<file path="config.mk">
export PLATFORM = sky130hd
export DESIGN_NAME = mem_sram_ctrl
export DESIGN_NICKNAME = d
export VERILOG_FILES = /design/src/rtl/mem_sram_ctrl.sv
export SDC_FILE = /design/constraint.sdc
export NUM_CORES = 1
export LEC_CHECK = 0
export ABC_AREA = 1
export CAP_MARGIN = 10
export CORE_MARGIN = 1.5
export CORE_UTILIZATION = 50
export CTS_CLUSTER_SIZE = 20
export DETAILED_ROUTE_END_ITERATION = 10
export PLACE_DENSITY_LB_ADDON = 0.1
export SLEW_MARGIN = 20
export SYNTH_ARGS = -nofsm -noshare
export SYNTH_HDL_FRONTEND = slang
export SYNTH_SLANG_ARGS = --single-unit
</file>
<file path="constraint.sdc">
create_clock -name clk -period 3.2 [get_ports clk]
set_clock_uncertainty 0.2 [all_clocks]
set_input_delay 0.96 -clock clk [delete_from_list [all_inputs] [get_ports clk]]
set_output_delay 0.96 -clock clk [all_outputs]
set_load 0.1 [all_outputs]
</file>
<file path="src/rtl/mem_sram_ctrl.sv">
// MEM-stage bridge: splits each 32-bit load/store into two 16-bit accesses on an
// asynchronous SRAM and holds ready low while the access is in flight.
module mem_sram_ctrl #(
  parameter logic [31:0] BASE_ADDR   = 32'd1024,
  parameter int          WAIT_CYCLES = 5
) (
  input  logic        clk,
  input  logic        rst,
  input  logic        memREn,
  input  logic        memWEn,
  input  logic [31:0] address,
  input  logic [31:0] writeData,
  output logic [31:0] readData,
  output logic        ready,
  output logic [17:0] sramAddr,
  output logic [15:0] sramDqOut,
  output logic        sramDqOe,
  input  logic [15:0] sramDqIn,
  output logic        sramWeN
);

  typedef enum logic [1:0] {
    IDLE = 2'd0,
    LOW  = 2'd1,
    HIGH = 2'd2,
    DONE = 2'd3
  } state_t;

  localparam logic [3:0] CNT_LAST = 4'(WAIT_CYCLES - 1);

  state_t      state_r;
  logic [3:0]  cnt_r;
  logic [16:0] word_r;
  logic [31:0] data_r;
  logic        write_r;

  logic [18:0] reqOff_s;
  logic        lastCycle_s;

  // Only offset bits [18:2] reach the pins, so a 19-bit subtraction gives the same word.
  assign reqOff_s    = address[18:0] - BASE_ADDR[18:0];
  assign lastCycle_s = (cnt_r == CNT_LAST);

  // Request-to-ready is the single combinational path; everything on the SRAM side is registered.
  assign ready = (state_r == DONE) | ((state_r == IDLE) & ~memREn & ~memWEn);

  // Access sequencer: state, phase counter, latched request and SRAM pin registers.
  always_ff @(posedge clk or negedge rst) begin
    if (!rst) begin
      state_r   <= IDLE;
      cnt_r     <= 4'd0;
      word_r    <= 17'd0;
      data_r    <= 32'd0;
      write_r   <= 1'b0;
      readData  <= 32'd0;
      sramAddr  <= 18'd0;
      sramDqOut <= 16'd0;
      sramDqOe  <= 1'b0;
      sramWeN   <= 1'b1;
    end else begin
      case (state_r)
        IDLE: begin
          if (memREn | memWEn) begin
            state_r   <= LOW;
            cnt_r     <= 4'd0;
            word_r    <= reqOff_s[18:2];
            data_r    <= writeData;
            write_r   <= memWEn;
            sramAddr  <= {reqOff_s[18:2], 1'b0};
            sramDqOut <= writeData[15:0];
            sramDqOe  <= memWEn;
            sramWeN   <= ~memWEn;
          end else begin
            state_r <= IDLE;
          end
        end
        LOW: begin
          if (lastCycle_s) begin
            if (!write_r) begin
              readData[15:0] <= sramDqIn;
            end else begin
              readData[15:0] <= readData[15:0];
            end
            state_r   <= HIGH;
            cnt_r     <= 4'd0;
            sramAddr  <= {word_r, 1'b1};
            sramDqOut <= data_r[31:16];
          end else begin
            cnt_r <= cnt_r + 4'd1;
          end
        end
        HIGH: begin
          if (lastCycle_s) begin
            if (!write_r) begin
              readData[31:16] <= sramDqIn;
            end else begin
              readData[31:16] <= readData[31:16];
            end
            state_r  <= DONE;
            cnt_r    <= 4'd0;
            sramDqOe <= 1'b0;
            sramWeN  <= 1'b1;
          end else begin
            cnt_r <= cnt_r + 4'd1;
          end
        end
        DONE: begin
          state_r  <= IDLE;
          sramDqOe <= 1'b0;
          sramWeN  <= 1'b1;
        end
        default: begin
          state_r  <= IDLE;
          sramDqOe <= 1'b0;
          sramWeN  <= 1'b1;
        end
      endcase
    end
  end

endmodule

</file>
; After elaboration in Yosys (flattened, before gate mapping)
; Index checks and enable logic that the tools add are counted.
; W data, S select, Z words.
[totals]
output_inout_bits = 69
reg_bits = 124
[classes]
reduce_logical = 12
n_addsub = 2
eq_ne = 7
n_bitwise = 7
muxes = 19
[ops]
columns = operator, n
row1 = $mux W18, 2
row2 = $pmux W18 S2, 1
row3 = $mux W16, 2
row4 = $pmux W16 S2, 1
row5 = $sub A19 B11 Y19 const B, 1
row6 = $reduce_and A3 Y1, 4
row7 = $mux W4, 2
row8 = $pmux W2 S4, 1
row9 = $pmux W4 S2, 1
row10 = $pmux W1 S3, 2
row11 = $reduce_and A2 Y1, 3
row12 = $mux W1, 5
row13 = $add A4 B1 Y4 const B, 1
row14 = $eq A2 B2 Y1 const B, 2
row15 = $eq A4 B3 Y1 const B, 1
row16 = $mux W2, 2
row17 = $ne A2 B2 Y1 const B, 2
row18 = $reduce_bool A2 Y1, 2
row19 = $not A1 Y1, 3
row20 = $reduce_bool A3 Y1, 1
row21 = $and A1 B1 Y1, 2
row22 = $eq A2 B1 Y1 const B, 1
row23 = $logic_not A2 Y1, 1
row24 = $ne A2 B1 Y1 const B, 1
row25 = 2 further kinds, 3

; Depth between registers and ports, before layout
[depth]
ltp_word = 4
mapped_depth = 9
depth_no_buf = 8

; Worst setup path after synthesis
; OpenSTA, ideal clock, no wires.
[synth_path]
kind = in2out
start = input memWEn
end = output ready
slack_ns = 0.209
t_required_ns = 2.040
arrival_time_ns = 1.831
path_stages = 3
path_cell_list = inv_1 > nand3_1 > nand2_1
[synth_via]
elab_chain_len = 3
[synth_rtl]
columns = item, line_no
row1 = "start, declared", 10  ; input logic memWEn,
row2 = $not A1 Y1, 45  ; assign ready = (state_r == DONE) | ((state_r == IDLE) & ~memREn & ~memWEn);
row3 = $and A1 B1 Y1, 45
row4 = $or A1 B1 Y1, 45
row5 = "end, declared", 14  ; output logic ready,
; Every way passes these cells.

; Worst setup path in the final report
; Ends and elaborated chain as after synthesis.

==> metrics.txt <==
# TYPE chip_impl_metric gauge
chip_impl_info{name="outcome",value="completed"} 1
chip_impl_metric{name="arrival",unit="ns"} 1.89
chip_impl_metric{name="synth_seq_cells",unit=""} 108
chip_impl_metric{name="die-area",unit="mm²"} 0.0100
chip_impl_metric{name="die_x",unit="µm"} 100
chip_impl_metric{name="finalCritPeriodShare",unit="%"} 95.4
chip_impl_info{name="synth_flop_cell",value="sky130_fd_sc_hd__dfrtp_1"} 1
chip_impl_metric{name="report.final.hold_viol_count",unit=""} 0
chip_impl_metric{name="critical-path-max-stage-delay",unit="ns"} 0.40
chip_impl_metric{name="grt_overflow_total",unit=""} 0
chip_impl_metric{name="mappedNetlistArea",unit="mm²"} 0.00471
chip_impl_info{name="setup.worst_path.start_class",value="primary input"} 1
chip_impl_metric{name="clock_insertion_delay_worst_skew",unit="ns"} 0.36
chip_impl_metric{name="final_layout_fill_cell_count",unit=""} 758
chip_impl_metric{name="cp.required",unit="ns"} 2.04
chip_impl_info{name="synth.cells.most_frequent",value="sky130_fd_sc_hd__nand2_1 (189), sky130_fd_sc_hd__dfrtp_1 (107), sky130_fd_sc_hd__o21ai_0 (66), sky130_fd_sc_hd__inv_1 (42), sky130_fd_sc_hd__mux2i_1 (25)"} 1
chip_impl_metric{name="tritoncts.num_buffers",unit=""} 9
chip_impl_metric{name="place.port_buffers",unit=""} 137
chip_impl_metric{name="timing.max_cap.violations",unit=""} 0
chip_impl_metric{name="synthToLayoutAreaGrowth",unit="%"} 32.0
chip_impl_info{name="yosys.cell_count.top_type",value="sky130_fd_sc_hd__nand2_1"} 1
chip_impl_metric{name="synth-warning-count",unit=""} 0
chip_impl_metric{name="wl_per_cell",unit="µm"} 13.9
chip_impl_metric{name="maxSlewViolCount",unit=""} 0
chip_impl_metric{name="detail_route.vias_per_cell",unit=""} 5.02
chip_impl_metric{name="cts.sinks",unit=""} 108
chip_impl_metric{name="postCtsSetupRepairBufs",unit=""} 0
chip_impl_metric{name="effective_utilization_at_floorplan",unit="%"} 51.2
chip_impl_metric{name="track_usage",unit="%"} 22.3
chip_impl_metric{name="gpl.final_weighted_congestion",unit=""} 0.902
chip_impl_metric{name="synth_sequential_area_ratio",unit="%"} 57.4
chip_impl_metric{name="synth_area_per_cell",unit="µm²"} 8.94
chip_impl_metric{name="critical_path_peak_fanout",unit=""} 4
chip_impl_metric{name="post_dp_cell_area",unit="mm²"} 0.00603
chip_impl_info{name="cp_top_family",value="buffers and inverters"} 1
chip_impl_metric{name="fmax",unit="MHz"} 328
chip_impl_metric{name="die-height",unit="µm"} 100
chip_impl_metric{name="timing.critical_path.buf_inv",unit=""} 3
chip_impl_info{name="root_buffer",value="sky130_fd_sc_hd__clkbuf_8"} 1
chip_impl_info{name="top_layer_used",value="met4"} 1
chip_impl_metric{name="worst_tran_pin_value",unit="ns"} 0.680
chip_impl_metric{name="cts-root-to-sink-buffers",unit=""} 2
chip_impl_info{name="synth_top_cells_by_area",value="sky130_fd_sc_hd__dfrtp_1 (57%), sky130_fd_sc_hd__nand2_1 (15%), sky130_fd_sc_hd__o21ai_0 (7.0%)"} 1
chip_impl_metric{name="timing.hold.ws",unit="ns"} 0.288
chip_impl_metric{name="detailroute.wirelength.met3",unit="µm"} 549
chip_impl_metric{name="drc_marker_count_from_the_first_detailed_route_iteration",unit=""} 139
chip_impl_metric{name="fin_tns_setup",unit="ns"} 0
chip_impl_metric{name="post_synth_inst_count",unit=""} 527
chip_impl_metric{name="met1Wirelength",unit="µm"} 5040
chip_impl_info{name="slowest_library_cell_on_the_worst_path",value="sky130_fd_sc_hd__clkdlybuf4s50_1"} 1
chip_impl_metric{name="post_synth_net_total",unit=""} 618
chip_impl_metric{name="first_pass_grt_wire_length",unit="µm"} 17700
chip_impl_metric{name="placeableCoreArea",unit="mm²"} 0.00920
chip_impl_info{name="criticalPathCategory",value="in -> out"} 1
chip_impl_metric{name="cts_repair_resize_count",unit=""} 0
chip_impl_info{name="yosys.area.top_type",value="sky130_fd_sc_hd__dfrtp_1"} 1
chip_impl_info{name="rsz0062_at_grt",value="false"} 1
chip_impl_metric{name="synthDominantCellAreaShare",unit="%"} 56.8
chip_impl_metric{name="largest_net_degree_at_the_start_of_global_routing",unit=""} 51
chip_impl_metric{name="drive_gt1_share",unit="%"} 15.6
chip_impl_metric{name="synth.distinct_cells",unit=""} 23
chip_impl_metric{name="drtPass1Iterations",unit=""} 5
chip_impl_metric{name="final_design_area_no_fill",unit="mm²"} 0.00622
chip_impl_metric{name="ys_async_sr_fraction",unit="%"} 100
chip_impl_metric{name="grt_pass1_vias",unit=""} 3594
chip_impl_metric{name="row_count",unit=""} 35
chip_impl_metric{name="io_pins",unit=""} 153
chip_impl_info{name="critical_path_cell_list",value="clkdlybuf4s50_1 -> inv_1 -> nand3_1 -> nand2_1 -> buf_12"} 1
chip_impl_metric{name="antenna_left",unit=""} 0
chip_impl_metric{name="ctsHoldBuffers",unit=""} 0
chip_impl_metric{name="routed_wirelength",unit="µm"} 10800
chip_impl_metric{name="dp_hpwl",unit="µm"} 7620
chip_impl_metric{name="antenna_found_initial",unit=""} 0
chip_impl_info{name="cts_tree",value="yes"} 1
chip_impl_info{name="timing.critical_path.to_type",value="primary output"} 1
chip_impl_metric{name="antennaDiodeCount",unit=""} 0
chip_impl_metric{name="timing.final.setup_violations",unit=""} 0
chip_impl_metric{name="detailroute.wirelength.met2",unit="µm"} 5070
chip_impl_metric{name="worst_max_slew_margin_expressed_relative_to_the_limit",unit="%"} 54.7
chip_impl_metric{name="vias",unit=""} 3905
chip_impl_metric{name="synth-edff-count",unit=""} 0
chip_impl_metric{name="drt_drc_violations_left",unit=""} 0
chip_impl_info{name="timing.hold.worst.class",value="reg -> reg"} 1
chip_impl_metric{name="cts_h_tree_depth",unit=""} 3
chip_impl_metric{name="finalCriticalPeriod",unit="ns"} 3.05
chip_impl_metric{name="cts.reportedPaths.clkPinSlew",unit="ns"} 0.10
chip_impl_metric{name="finalNetCount",unit=""} 753
path summary, 6_finish.rpt:
| check | start | to | slack (ns) | cells past startpoint |
|---|---|---|---|---|
| worst min register to register | data_r[22] | data_r[22] | 0.29 | 2 |
| worst max register to register | state_r[1] | sramAddr[17] | 1.05 | 9 |
| worst min-delay path | data_r[22] | data_r[22] | 0.29 | 2 |
| max in group asynchronous | rst | sramAddr[7] | 1.76 | 2 |
| worst max-delay path | memWEn | ready | 0.15 | 5 |
| min in group asynchronous | rst | sramDqOut[10] | 0.42 | 1 |
layout make-up:
| class | instances | area [µm²] | share of cell area, % |
|---|---|---|---|
| Timing Repair Buffer | 148 | 1320 | 21.2 |
| Sequential cell | 108 | 2700 | 43.5 |
| Tap cell | 111 | 139 | 2.23 |
| Clock buffer | 11 | 141 | 2.27 |
| Clock inverter | 5 | 45.0 | 0.724 |
| Multi-Input combinational cell | 351 | 1710 | 27.5 |
| Inverter | 44 | 165 | 2.66 |
flip-flops by register name, summed over array words and instances, names as in the netlist:
register,cells
sramDqOut,16
data_r,16
write_r,1
word_r,17
state_r,2
sramDqOe,1
readData,32
sramAddr,18
sramWeN,1
cnt_r,4
cell families (layout without fill, tap and decap cells):
| family | after synthesis | in the layout | share of synthesized area, % |
|---|---|---|---|
| mux | 25 | 25 | 5.31 |
| xor+xnor | 3 | 3 | 0.558 |
| fa+ha+maj | 7 | 7 | 1.86 |
| compound gates | 87 | 87 | 9.40 |
| simple gates | 229 | 229 | 19.0 |
| flops | 108 | 108 | 57.4 |
| buf+inv | 68 | 208 | 6.45 |
per-stage QoR:
stage	instances	utilization (%)	setup WS [ns]
finish	778	67.6	0.147
global route	778	67.6	0.125
CTS	778	67.6	0.141
detailed placement	762	65.6	0.147
global placement	762	65.6	0.173
floorplan	527	-	0.209
tightest hold or removal path, cell delays in order (launching register included):
cell	delay, ns
sky130_fd_sc_hd__dfrtp_1	0.36
sky130_fd_sc_hd__nand2_1	0.05
sky130_fd_sc_hd__nand2_1	0.05
per-layer routing:
metal  global-route usage (%)  vias to the layer above
met2                     34.9                      117
met4                     7.58                        0
li1                         -                     1939
met3                     3.55                       15
met1                     32.1                     1834
met5                        0                        -
cells in the final DEF (no fill, tap or decap):
master / Yosys / routed
sky130_fd_sc_hd__inv_8: 0 / 1
sky130_fd_sc_hd__xor2_1: 3 / 3
sky130_fd_sc_hd__nand2_2: 0 / 1
sky130_fd_sc_hd__buf_4: 3 / 78
sky130_fd_sc_hd__buf_12: 0 / 3
sky130_fd_sc_hd__mux2i_1: 25 / 25
sky130_fd_sc_hd__a21oi_1: 1 / 1
sky130_fd_sc_hd__inv_1: 42 / 42
sky130_fd_sc_hd__nand3_1: 14 / 14
sky130_fd_sc_hd__o21ai_0: 66 / 66
sky130_fd_sc_hd__clkbuf_8: 0 / 10
sky130_fd_sc_hd__ha_2: 0 / 1
sky130_fd_sc_hd__nand2_1: 189 / 188
sky130_fd_sc_hd__nor3_1: 1 / 1
sky130_fd_sc_hd__a31oi_1: 3 / 3
sky130_fd_sc_hd__clkinv_4: 0 / 3
sky130_fd_sc_hd__clkdlybuf4s50_1: 0 / 67
sky130_fd_sc_hd__inv_2: 2 / 2
sky130_fd_sc_hd__nand3_2: 3 / 3
sky130_fd_sc_hd__o22ai_1: 1 / 1
sky130_fd_sc_hd__dfstp_2: 1 / 1
sky130_fd_sc_hd__dfrtp_1: 107 / 107
sky130_fd_sc_hd__clkbuf_1: 5 / 1
sky130_fd_sc_hd__nor2_1: 22 / 22
sky130_fd_sc_hd__a22oi_1: 1 / 1
sky130_fd_sc_hd__clkinvlp_4: 0 / 1
sky130_fd_sc_hd__o21ai_1: 15 / 15
sky130_fd_sc_hd__ha_1: 7 / 6
Power is not shown: default switching activity piles up to over one toggle a cycle in this logic, so the estimate is an artifact.
